===== config.mk =====
export PLATFORM = sky130hd
export DESIGN_NAME = picoblaze_axi4lite_mailbox
export DESIGN_NICKNAME = d
export VERILOG_FILES = /design/src/rtl/picoblaze_axi4lite_mailbox.sv
export SDC_FILE = /design/constraint.sdc
export NUM_CORES = 1
export LEC_CHECK = 0
export ABC_CLOCK_PERIOD_IN_PS = 2300
export CORE_AREA = 10 10 172 174
export DETAILED_ROUTE_END_ITERATION = 8
export DIE_AREA = 0 0 182 184
export PLACE_DENSITY = 0.78
export SYNTH_ARGS = -nofsm -noshare
export SYNTH_HDL_FRONTEND = slang
export SYNTH_SLANG_ARGS = --single-unit

===== constraint.sdc =====
create_clock -name s_axi_aclk -period 2.3 [get_ports s_axi_aclk]
set_clock_uncertainty 0.05 [all_clocks]
set_input_delay 0.46 -clock s_axi_aclk [delete_from_list [all_inputs] [get_ports s_axi_aclk]]
set_output_delay 0.46 -clock s_axi_aclk [all_outputs]
set_load 0.1 [all_outputs]

===== src/rtl/picoblaze_axi4lite_mailbox.sv =====
// picoblaze_axi4lite_mailbox: AXI4-Lite slave mailbox of 6 words plus two doorbells, shared with a PicoBlaze port space.
module picoblaze_axi4lite_mailbox #(
    parameter int         C_AXI_ADDR_WIDTH = 5,
    parameter int         C_AXI_DATA_WIDTH = 32,
    parameter logic [7:0] C_BASE_ADDRESS   = 8'h60
) (
    input  logic                          s_axi_aclk,
    input  logic                          s_axi_aresetn,
    input  logic                          s_axi_awvalid,
    output logic                          s_axi_awready,
    input  logic [C_AXI_ADDR_WIDTH-1:0]   s_axi_awaddr,
    input  logic                          s_axi_wvalid,
    output logic                          s_axi_wready,
    input  logic [C_AXI_DATA_WIDTH-1:0]   s_axi_wdata,
    input  logic [C_AXI_DATA_WIDTH/8-1:0] s_axi_wstrb,
    output logic                          s_axi_bvalid,
    input  logic                          s_axi_bready,
    output logic [1:0]                    s_axi_bresp,
    input  logic                          s_axi_arvalid,
    output logic                          s_axi_arready,
    input  logic [C_AXI_ADDR_WIDTH-1:0]   s_axi_araddr,
    output logic                          s_axi_rvalid,
    input  logic                          s_axi_rready,
    output logic [C_AXI_DATA_WIDTH-1:0]   s_axi_rdata,
    output logic [1:0]                    s_axi_rresp,
    input  logic [7:0]                    port_id,
    input  logic [7:0]                    out_port,
    input  logic                          write_strobe,
    input  logic                          read_strobe,
    output logic [7:0]                    in_port,
    output logic                          interrupt,
    output logic                          host_irq
);
    logic [7:0]                    mem_q [24];
    logic [7:0]                    mem_d [24];
    logic                          aw_pending_q, aw_pending_d, w_pending_q, w_pending_d;
    logic                          bvalid_q, bvalid_d, rvalid_q, rvalid_d;
    logic                          host_db_q, host_db_d, pb_db_q, pb_db_d;
    logic [2:0]                    aw_addr_q, aw_addr_d, rd_idx;
    logic [C_AXI_DATA_WIDTH-1:0]   w_data_q, w_data_d, rdata_q, rdata_d, rd_word;
    logic [C_AXI_DATA_WIDTH/8-1:0] w_strb_q, w_strb_d;
    logic [4:0]                    pb_idx;
    logic                          pb_sel, pb_we, commit, db_bit, unused_ok;

    assign pb_idx    = port_id[4:0];
    assign pb_sel    = port_id[7:5] == C_BASE_ADDRESS[7:5];
    assign pb_we     = write_strobe & pb_sel;
    assign commit    = aw_pending_q & w_pending_q & ~bvalid_q;
    assign db_bit    = w_strb_q[0] & w_data_q[0];
    assign rd_idx    = s_axi_araddr[4:2];
    assign rd_word   = rd_idx < 3'd6 ? {mem_q[{rd_idx, 2'd3}], mem_q[{rd_idx, 2'd2}], mem_q[{rd_idx, 2'd1}], mem_q[{rd_idx, 2'd0}]}
                     : rd_idx == 3'd6 ? {31'd0, host_db_q} : {31'd0, pb_db_q};
    assign in_port   = !pb_sel ? 8'h00 : pb_idx < 5'd24 ? mem_q[pb_idx]
                     : pb_idx == 5'd24 ? {7'd0, host_db_q} : pb_idx == 5'd28 ? {7'd0, pb_db_q} : 8'h00;
    assign unused_ok = ^{s_axi_awaddr, s_axi_araddr, read_strobe};

    assign s_axi_awready = ~aw_pending_q;
    assign s_axi_wready  = ~w_pending_q;
    assign s_axi_arready = ~rvalid_q;
    assign s_axi_bvalid  = bvalid_q;
    assign s_axi_rvalid  = rvalid_q;
    assign s_axi_rdata   = rdata_q;
    assign s_axi_bresp   = 2'b00;
    assign s_axi_rresp   = 2'b00;
    assign interrupt     = host_db_q;
    assign host_irq      = pb_db_q;

    always_comb begin
        mem_d        = mem_q;
        aw_pending_d = aw_pending_q;
        aw_addr_d    = aw_addr_q;
        w_pending_d  = w_pending_q;
        w_data_d     = w_data_q;
        w_strb_d     = w_strb_q;
        bvalid_d     = bvalid_q & ~s_axi_bready;
        rvalid_d     = rvalid_q & ~s_axi_rready;
        rdata_d      = rdata_q;
        host_db_d    = host_db_q;
        pb_db_d      = pb_db_q;
        if (s_axi_awvalid && !aw_pending_q) begin
            aw_pending_d = 1'b1;
            aw_addr_d    = s_axi_awaddr[4:2];
        end
        if (s_axi_wvalid && !w_pending_q) begin
            w_pending_d = 1'b1;
            w_data_d    = s_axi_wdata;
            w_strb_d    = s_axi_wstrb;
        end
        if (commit) begin
            aw_pending_d = 1'b0;
            w_pending_d  = 1'b0;
            bvalid_d     = 1'b1;
            for (int b = 0; b < 4; b++)
                if (w_strb_q[b] && aw_addr_q < 3'd6) mem_d[{aw_addr_q, 2'(b)}] = w_data_q[8*b +: 8];
            if (aw_addr_q == 3'd7 && db_bit) pb_db_d = 1'b0;
        end
        // PB writes are applied after the AXI commit so the PB value wins on a shared byte; doorbell sets go last
        if (pb_we && pb_idx < 5'd24) mem_d[pb_idx] = out_port;
        if (pb_we && pb_idx == 5'd24 && out_port[0]) host_db_d = 1'b0;
        if (commit && aw_addr_q == 3'd6 && db_bit) host_db_d = 1'b1;
        if (pb_we && pb_idx == 5'd28 && out_port[0]) pb_db_d = 1'b1;
        if (s_axi_arvalid && !rvalid_q) begin
            rvalid_d = 1'b1;
            rdata_d  = rd_word;
        end
    end

    always_ff @(posedge s_axi_aclk or negedge s_axi_aresetn) begin
        if (!s_axi_aresetn) begin
            mem_q        <= '{default: 8'h00};
            aw_pending_q <= 1'b0;
            aw_addr_q    <= '0;
            w_pending_q  <= 1'b0;
            w_data_q     <= '0;
            w_strb_q     <= '0;
            bvalid_q     <= 1'b0;
            rvalid_q     <= 1'b0;
            rdata_q      <= '0;
            host_db_q    <= 1'b0;
            pb_db_q      <= 1'b0;
        end else begin
            mem_q        <= mem_d;
            aw_pending_q <= aw_pending_d;
            aw_addr_q    <= aw_addr_d;
            w_pending_q  <= w_pending_d;
            w_data_q     <= w_data_d;
            w_strb_q     <= w_strb_d;
            bvalid_q     <= bvalid_d;
            rvalid_q     <= rvalid_d;
            rdata_q      <= rdata_d;
            host_db_q    <= host_db_d;
            pb_db_q      <= pb_db_d;
        end
    end
endmodule


==> results of run 1 <==
-- worst max-delay path by stage --
stage	end	startpoint	slack (ns)
after CTS	in_port[0]	mem_q[32]	-0.37
after detailed placement	in_port[0]	port_id[1]	-0.75
final	in_port[0]	mem_q[32]	-0.39
after floorplan	in_port[0]	port_id[2]	-0.85
after global placement	in_port[4]	port_id[1]	-0.74
after global routing	in_port[0]	mem_q[32]	-0.43
-- layer usage --
metal	wire length, microns	vias up
li1	-	5635
met1	19500	6296
met2	23200	844
met3	6220	168
met4	2490	4
met5	26	-
-- cells by family after synthesis --
| family | synth area share (%) |
|---|---|
| muxes | 29.3 |
| and+or+nand+nor | 11.4 |
| AOI/OAI and AO/OA | 11.3 |
| DFF | 44.2 |
| buffers and inverters | 3.79 |
| other | 0.0246 |
-- sequential cells by signal, indices dropped and copies added (netlist names) --
signal / cells
mem_q: 192
s_axi_bvalid: 1
w_data_q: 32
aw_pending_q: 1
host_irq: 1
aw_addr_q: 3
s_axi_rvalid: 1
s_axi_rdata: 32
w_strb_q: 4
w_pending_q: 1
interrupt: 1
-- through the flow --
stage               setup TNS, ns  hold WS [ns]  worst slack [ns]  instances
CTS                         -2.02         0.363            -0.366       1972
finish                      -2.03         0.356            -0.387       1979
floorplan                   -2.67         0.114            -0.850       1424
global placement           -11.78         0.357            -0.736       1900
detailed placement         -18.23         0.352            -0.746       1900
global route                -2.28         0.388            -0.425       1979
-- synth_stat cells (3+ instances only) --
library cell	number
a22oi_1	44
or4_1	5
nand3_2	4
nand2_1	49
nor3_4	12
o21ai_0	41
o22ai_1	23
clkbuf_1	57
dfrtp_1	269
nand3_1	9
mux2_2	69
nor2_1	195
buf_2	44
buf_4	8
or4b_2	3
o21ai_1	6
nor4_1	4
nand2b_1	5
nand4_1	27
inv_1	6
and3b_1	4
mux2i_1	260
mux4_2	48
a21oi_1	188
a32oi_1	3
nor2b_1	5
buf_6	3
-- power groups by stage --
stage / Clock [mW] / Sequential [mW] / Combinational (mW)
5_1_grt: 5.13 / 9.84 / 10.1
3_5_place_dp: 0 / 9.49 / 8.87
6_report: 4.90 / 9.64 / 9.55
4_1_cts: 4.93 / 9.49 / 9.32
3_3_place_gp: 0 / 9.40 / 8.60
2_1_floorplan: 0 / 9.82 / 5.25
-- worst max-delay path, stage by stage, from the launching register on --
cell and delay [ns]:
dfrtp_1 0.43, mux4_2 0.50, a211oi_2 0.24, o211ai_1 0.20, clkbuf_16 0.25
-- timing repair --
action,in CTS,in global routing
endpoints found under the hold margin,40,0
pin swaps,27,12
hold buffers,1,0
gates resized for setup,85,30
endpoints found under the setup margin,8,8
setup buffers,16,6
gates cloned,1,0
-- cell type report --
class                      count  share of cell area, %
inverter                       7                  0.156
timing repair buffer         279                   13.3
sequential                   269                   35.0
clock inverter                10                  0.675
antenna                        1                 0.0130
clock buffer                  44                   4.54
tap                          335                   2.18
multi-input combinational   1034                   44.2
==> qor.yml, run 1 <==
placement:
  placed_area_sq_um: 17600
  port_buffers: 112
  routabilityCongestion: 1.01
  hpwl_microns: 37100
synthesis:
  ys_top_cells_by_area: "dfrtp_1, mux2i_1, mux4_2, a21oi_1, mux2_2"
  ys_warn_count: 0
  avgSynthCellArea_sq_um: 10.7
  synth-edff-count: 0
  ys_ff_latch: 269
  synthCells: 1421
  ys_types: 50
  synth_flop_cell: "dfrtp_1"
  netlist_area_sq_um: 15200
  async_flop_share_pct: 100
  ys_seq_area_share_pct: 44.2
  synth_top_cell_area_share_pct: 44.2
  synth_top_cell_by_area: "dfrtp_1"
setup_path:
  cp_max_fo: 2
  critPathKind: "flip-flop to primary output"
  reg2reg_from: "aw_addr_q[0]"
  r2r_cells: 4
  r2r-end: "mem_q[169]"
  regToRegSetupSlack_ns: 0.26
  startpoint_type: "flip-flop"
  cp-end-kind: "primary output"
  arrival_ns: 2.18
  cp_data_required_time_ns: 1.79
final_layout:
  n_fill_cell: 1777
  num-nets-final: 1692
  area_growth_pct: 26.5
  multiInputGateArea_sq_um: 8510
  seqCellArea_sq_um: 6740
  utilization_pct: 74.4
  layout_common_cells: "dfrtp_1, mux2i_1, nor2_1"
  drive_gt1_share_pct: 29.3
  design_area_sq_um: 19300
  layout_commonest_cell: "dfrtp_1"
pwr:
  ir_drop_uv: 1280
  p_leak_nw: 8.19
  power_frac_comb_pct: 39.6
  power_frac_clock_pct: 20.3
  switching_share_pct: 41.9
  netSwitchingPower_mw: 10.1
  power.total_mw: 24.1
  p_int_mw: 14.0
  power_frac_seq_pct: 40.0
  cellPowerDensity_nw_per_um2: 1250
global_routing:
  grt_pass1_vias: 12800
  grt_pass1_wl_microns: 77900
  use_met3_pct: 6.24
  overflow: 0
  grt_start_max_net_pins: 66
  grt_antenna_before_repair: 3
  grt_usage_pct: 30.1
  gr-usage-met1_pct: 40.5
  grt_use_met2_pct: 46.3
  busiest_layer: "met2"
timing:
  finalCritPeriodShare_pct: 117
  min_period_ns: 2.69
  slew_viol_final: 0
  setup_viol: 8
  timing.fmax_ghz: 0.372
  setup_ws_ns: -0.387
  final_hold_viol_count: 0
  rsz0062_at_grt: "true"
routing:
  drtPass1Iterations: 6
  drt_iter0_drc: 1628
  drc: 0
  detail_route.vias_per_cell: 6.54
  vias: 12900
  ant_nets: 0
  wire_per_inst_microns: 26.0
  wl_microns: 51400
run:
  max_cap_viol_count: 0
clock_tree:
  clock_latency_ns: 0.55
  clock_sinks: 269
  cts_buffers: 30
  path_clk_slew_ns: 0.06
  cts_buffer_depth: 3
  cts_tree: "built"
  clk_root_buffer_cell: "clkbuf_16"
  htreeDepth: 1
die:
  boundaryPins: 122
  start_util_pct: 58.8
  dieWidth_microns: 182
  die_y_microns: 184
  core.rowCount: 59
  core-area_sq_um: 25900
  die-area_sq_um: 33500
hold_path:
  min_path_type: "input port to asynchronous set/reset pin"
status:
  outcome: "complete, but fails checks"
  failed_checks: "negative setup slack"
Note: power is estimated with default switching activity, not from simulation.
==> inputs of run 2 (changes only) <==
==> config.mk (replaced) <==
export PLATFORM = sky130hd
export DESIGN_NAME = picoblaze_axi4lite_mailbox
export DESIGN_NICKNAME = d
export VERILOG_FILES = /design/src/rtl/picoblaze_axi4lite_mailbox.sv
export SDC_FILE = /design/constraint.sdc
export NUM_CORES = 1
export LEC_CHECK = 0
export ABC_CLOCK_PERIOD_IN_PS = 3500
export CORE_AREA = 10 10 207 209
export DETAILED_ROUTE_END_ITERATION = 8
export DIE_AREA = 0 0 217 219
export PLACE_DENSITY = 0.56
export SYNTH_ARGS = -nofsm -noshare
export SYNTH_HDL_FRONTEND = slang
export SYNTH_SLANG_ARGS = --single-unit
export TNS_END_PERCENT = 50
==> constraint.sdc (replaced) <==
create_clock -name s_axi_aclk -period 3.5 [get_ports s_axi_aclk]
set_clock_uncertainty 0.05 [all_clocks]
set_input_delay 0.7 -clock s_axi_aclk [delete_from_list [all_inputs] [get_ports s_axi_aclk]]
set_output_delay 0.7 -clock s_axi_aclk [all_outputs]
set_load 0.1 [all_outputs]
==> run 2 against run 1 <==
Non-clock buffer count down 73. Utilization down 26 points. Combinational power down 40%. Critical endpoint is now in_port[5]. Wire length up 5.2%. First-iteration DRC count down 26%. Highest routed layer is now met4. Sequential share of layout area up 1.2 points. Critical path depth up 4. The run now ends clean. Clock power down 22%. Total power down 35%.
==> qor.yml, run 2 (same netlist as run 1, synthesis figures left out) <==
status:
  outcome: "completed"
setup_path:
  startpoint_type: "input port"
  cp_data_required_time_ns: 2.75
  cp-end-kind: "primary output"
  cp_max_fo: 7
  r2r_cells: 6
  critPathKind: "input port to primary output"
  arrival_ns: 2.71
routing:
  drt_iter0_drc: 1212
  drtPass1Iterations: 6
  detail_route.vias_per_cell: 5.76
  vias: 12100
  drc: 0
  wl_microns: 54100
  ant_nets: 0
  wire_per_inst_microns: 25.8
die:
  boundaryPins: 122
  core.rowCount: 72
  start_util_pct: 39.5
  core-area_sq_um: 38600
  dieWidth_microns: 217
  die-area_sq_um: 47500
  die_y_microns: 219
run:
  max_cap_viol_count: 0
clock_tree:
  clk_root_buffer_cell: "clkbuf_16"
  cts_hold_buf: 0
  cts_tree: "built"
  clock_sinks: 269
  htreeDepth: 2
  clock_latency_ns: 0.53
  cts_buffers: 35
  path_clk_slew_ns: 0.05
  cts_buffer_depth: 3
final_layout:
  regMostFlops: "mem_q"
  largest_reg_flops: 192
  design_area_sq_um: 18600
  layout_common_cells: "dfrtp_1, mux2i_1, nor2_1"
  area_growth_pct: 22.0
  utilization_pct: 48.2
  num-nets-final: 1624
  layout_commonest_cell: "dfrtp_1"
  drive_gt1_share_pct: 22.6
placement:
  routabilityCongestion: 0.917
  hpwl_microns: 39200
  placed_area_sq_um: 17300
  port_buffers: 112
global_routing:
  overflow: 0
  grt_pass1_vias: 12100
  grt_usage_pct: 22.4
  grt_start_max_net_pins: 75
  grt_antenna_before_repair: 6
  grt_pass1_wl_microns: 80400
pwr:
  ir_drop_uv: 851
  p_leak_nw: 7.89
  cellPowerDensity_nw_per_um2: 849
timing:
  final_hold_viol_count: 0
  setup_viol: 0
  worstMarginPinSlew_ns: 0.997
  maxSlewHeadroom_pct: 33.3
  setup_tns_ns: 0
  finalCritPeriodShare_pct: 98.7
  timing.fmax_ghz: 0.289
  slew_viol_final: 0
  min_period_ns: 3.46
hold_path:
  min_path_type: "input port to asynchronous set/reset pin"
## run 2: area by class of cell
cell class | instances | area [sq um]
Multi-Input combinational cell | 1034 | 8030
Fill cell | 3605 | 20000
Timing Repair Buffer | 206 | 1940
Antenna cell | 1 | 2.50
Sequential cell | 269 | 6730
Clock inverter | 12 | 170
Tap cell | 518 | 648
Inverter | 7 | 26.3
Clock buffer | 50 | 1040
## run 2: worst max-delay path, cell delays in order
cell,delay (ns)
clkdlybuf4s50_1,0.41
buf_6,0.15
or4bb_4,0.54
buf_4,0.17
o22ai_1,0.15
o21ai_0,0.17
nand3_1,0.20
buf_12,0.20
## run 2: through the flow
stage / worst slack, ns / cells / power (mW) / hold WS [ns]
after floorplan: -0.554 / 1424 / 9.87 / 0.354
after global placement: -0.116 / 2033 / 11.8 / 0.414
after detailed placement: -0.0931 / 2033 / 12.0 / 0.423
after CTS: 0.00912 / 2095 / 15.8 / 0.150
after global routing: -0.00357 / 2096 / 16.5 / 0.156
final: 0.0438 / 2097 / 15.8 / 0.115
## run 2: repair_timing
item | in CTS | in global routing
endpoints found under the hold margin | 0 | 0
resized for setup | 3 | 20
pin swaps | 0 | 2
buffers inserted | 0 | 1
setup endpoints to repair | 8 | 5
## run 2: power by group
group	leakage (nW)	internal [mW]	total [mW]	switching [mW]
clock	0.598	2.37	3.80	1.43
sequential	2.93	4.52	6.29	1.77
combinational	4.36	2.37	5.69	3.31
total	7.89	9.26	15.8	6.52
## run 2: metal layers
layer	GRT usage [%]	vias to the layer above	routed length (microns)
li1	-	5494	-
met1	31.0	5967	24000
met2	34.3	503	24100
met3	4.04	106	4000
met4	8.67	0	1950
met5	0	-	0
## run 2: path summary, 6_finish.rpt
kind | start | end | slack (ns)
setup / recovery | port_id[2] | in_port[5] | 0.04
hold / removal | s_axi_aresetn | w_data_q[7] | 0.12
setup reg to reg | aw_addr_q[0] | mem_q[67] | 0.96
hold reg to reg | s_axi_rdata[23] | s_axi_rdata[23] | 0.43
max in group asynchronous | s_axi_aresetn | s_axi_rdata[9] | 2.38
min in group s_axi_aclk | s_axi_rdata[23] | s_axi_rdata[23] | 0.43
==> inputs of run 3 (changes only) <==
--- a/config.mk
+++ b/config.mk
@@ -6,6 +6,7 @@
 export NUM_CORES = 1
 export LEC_CHECK = 0
 export ABC_CLOCK_PERIOD_IN_PS = 3500
+export CAP_MARGIN = 0
 export CORE_AREA = 10 10 207 209
 export DETAILED_ROUTE_END_ITERATION = 8
 export DIE_AREA = 0 0 217 219
==> results of run 3 <==
Final layout, timing and power as in run 2 (identical DEF).
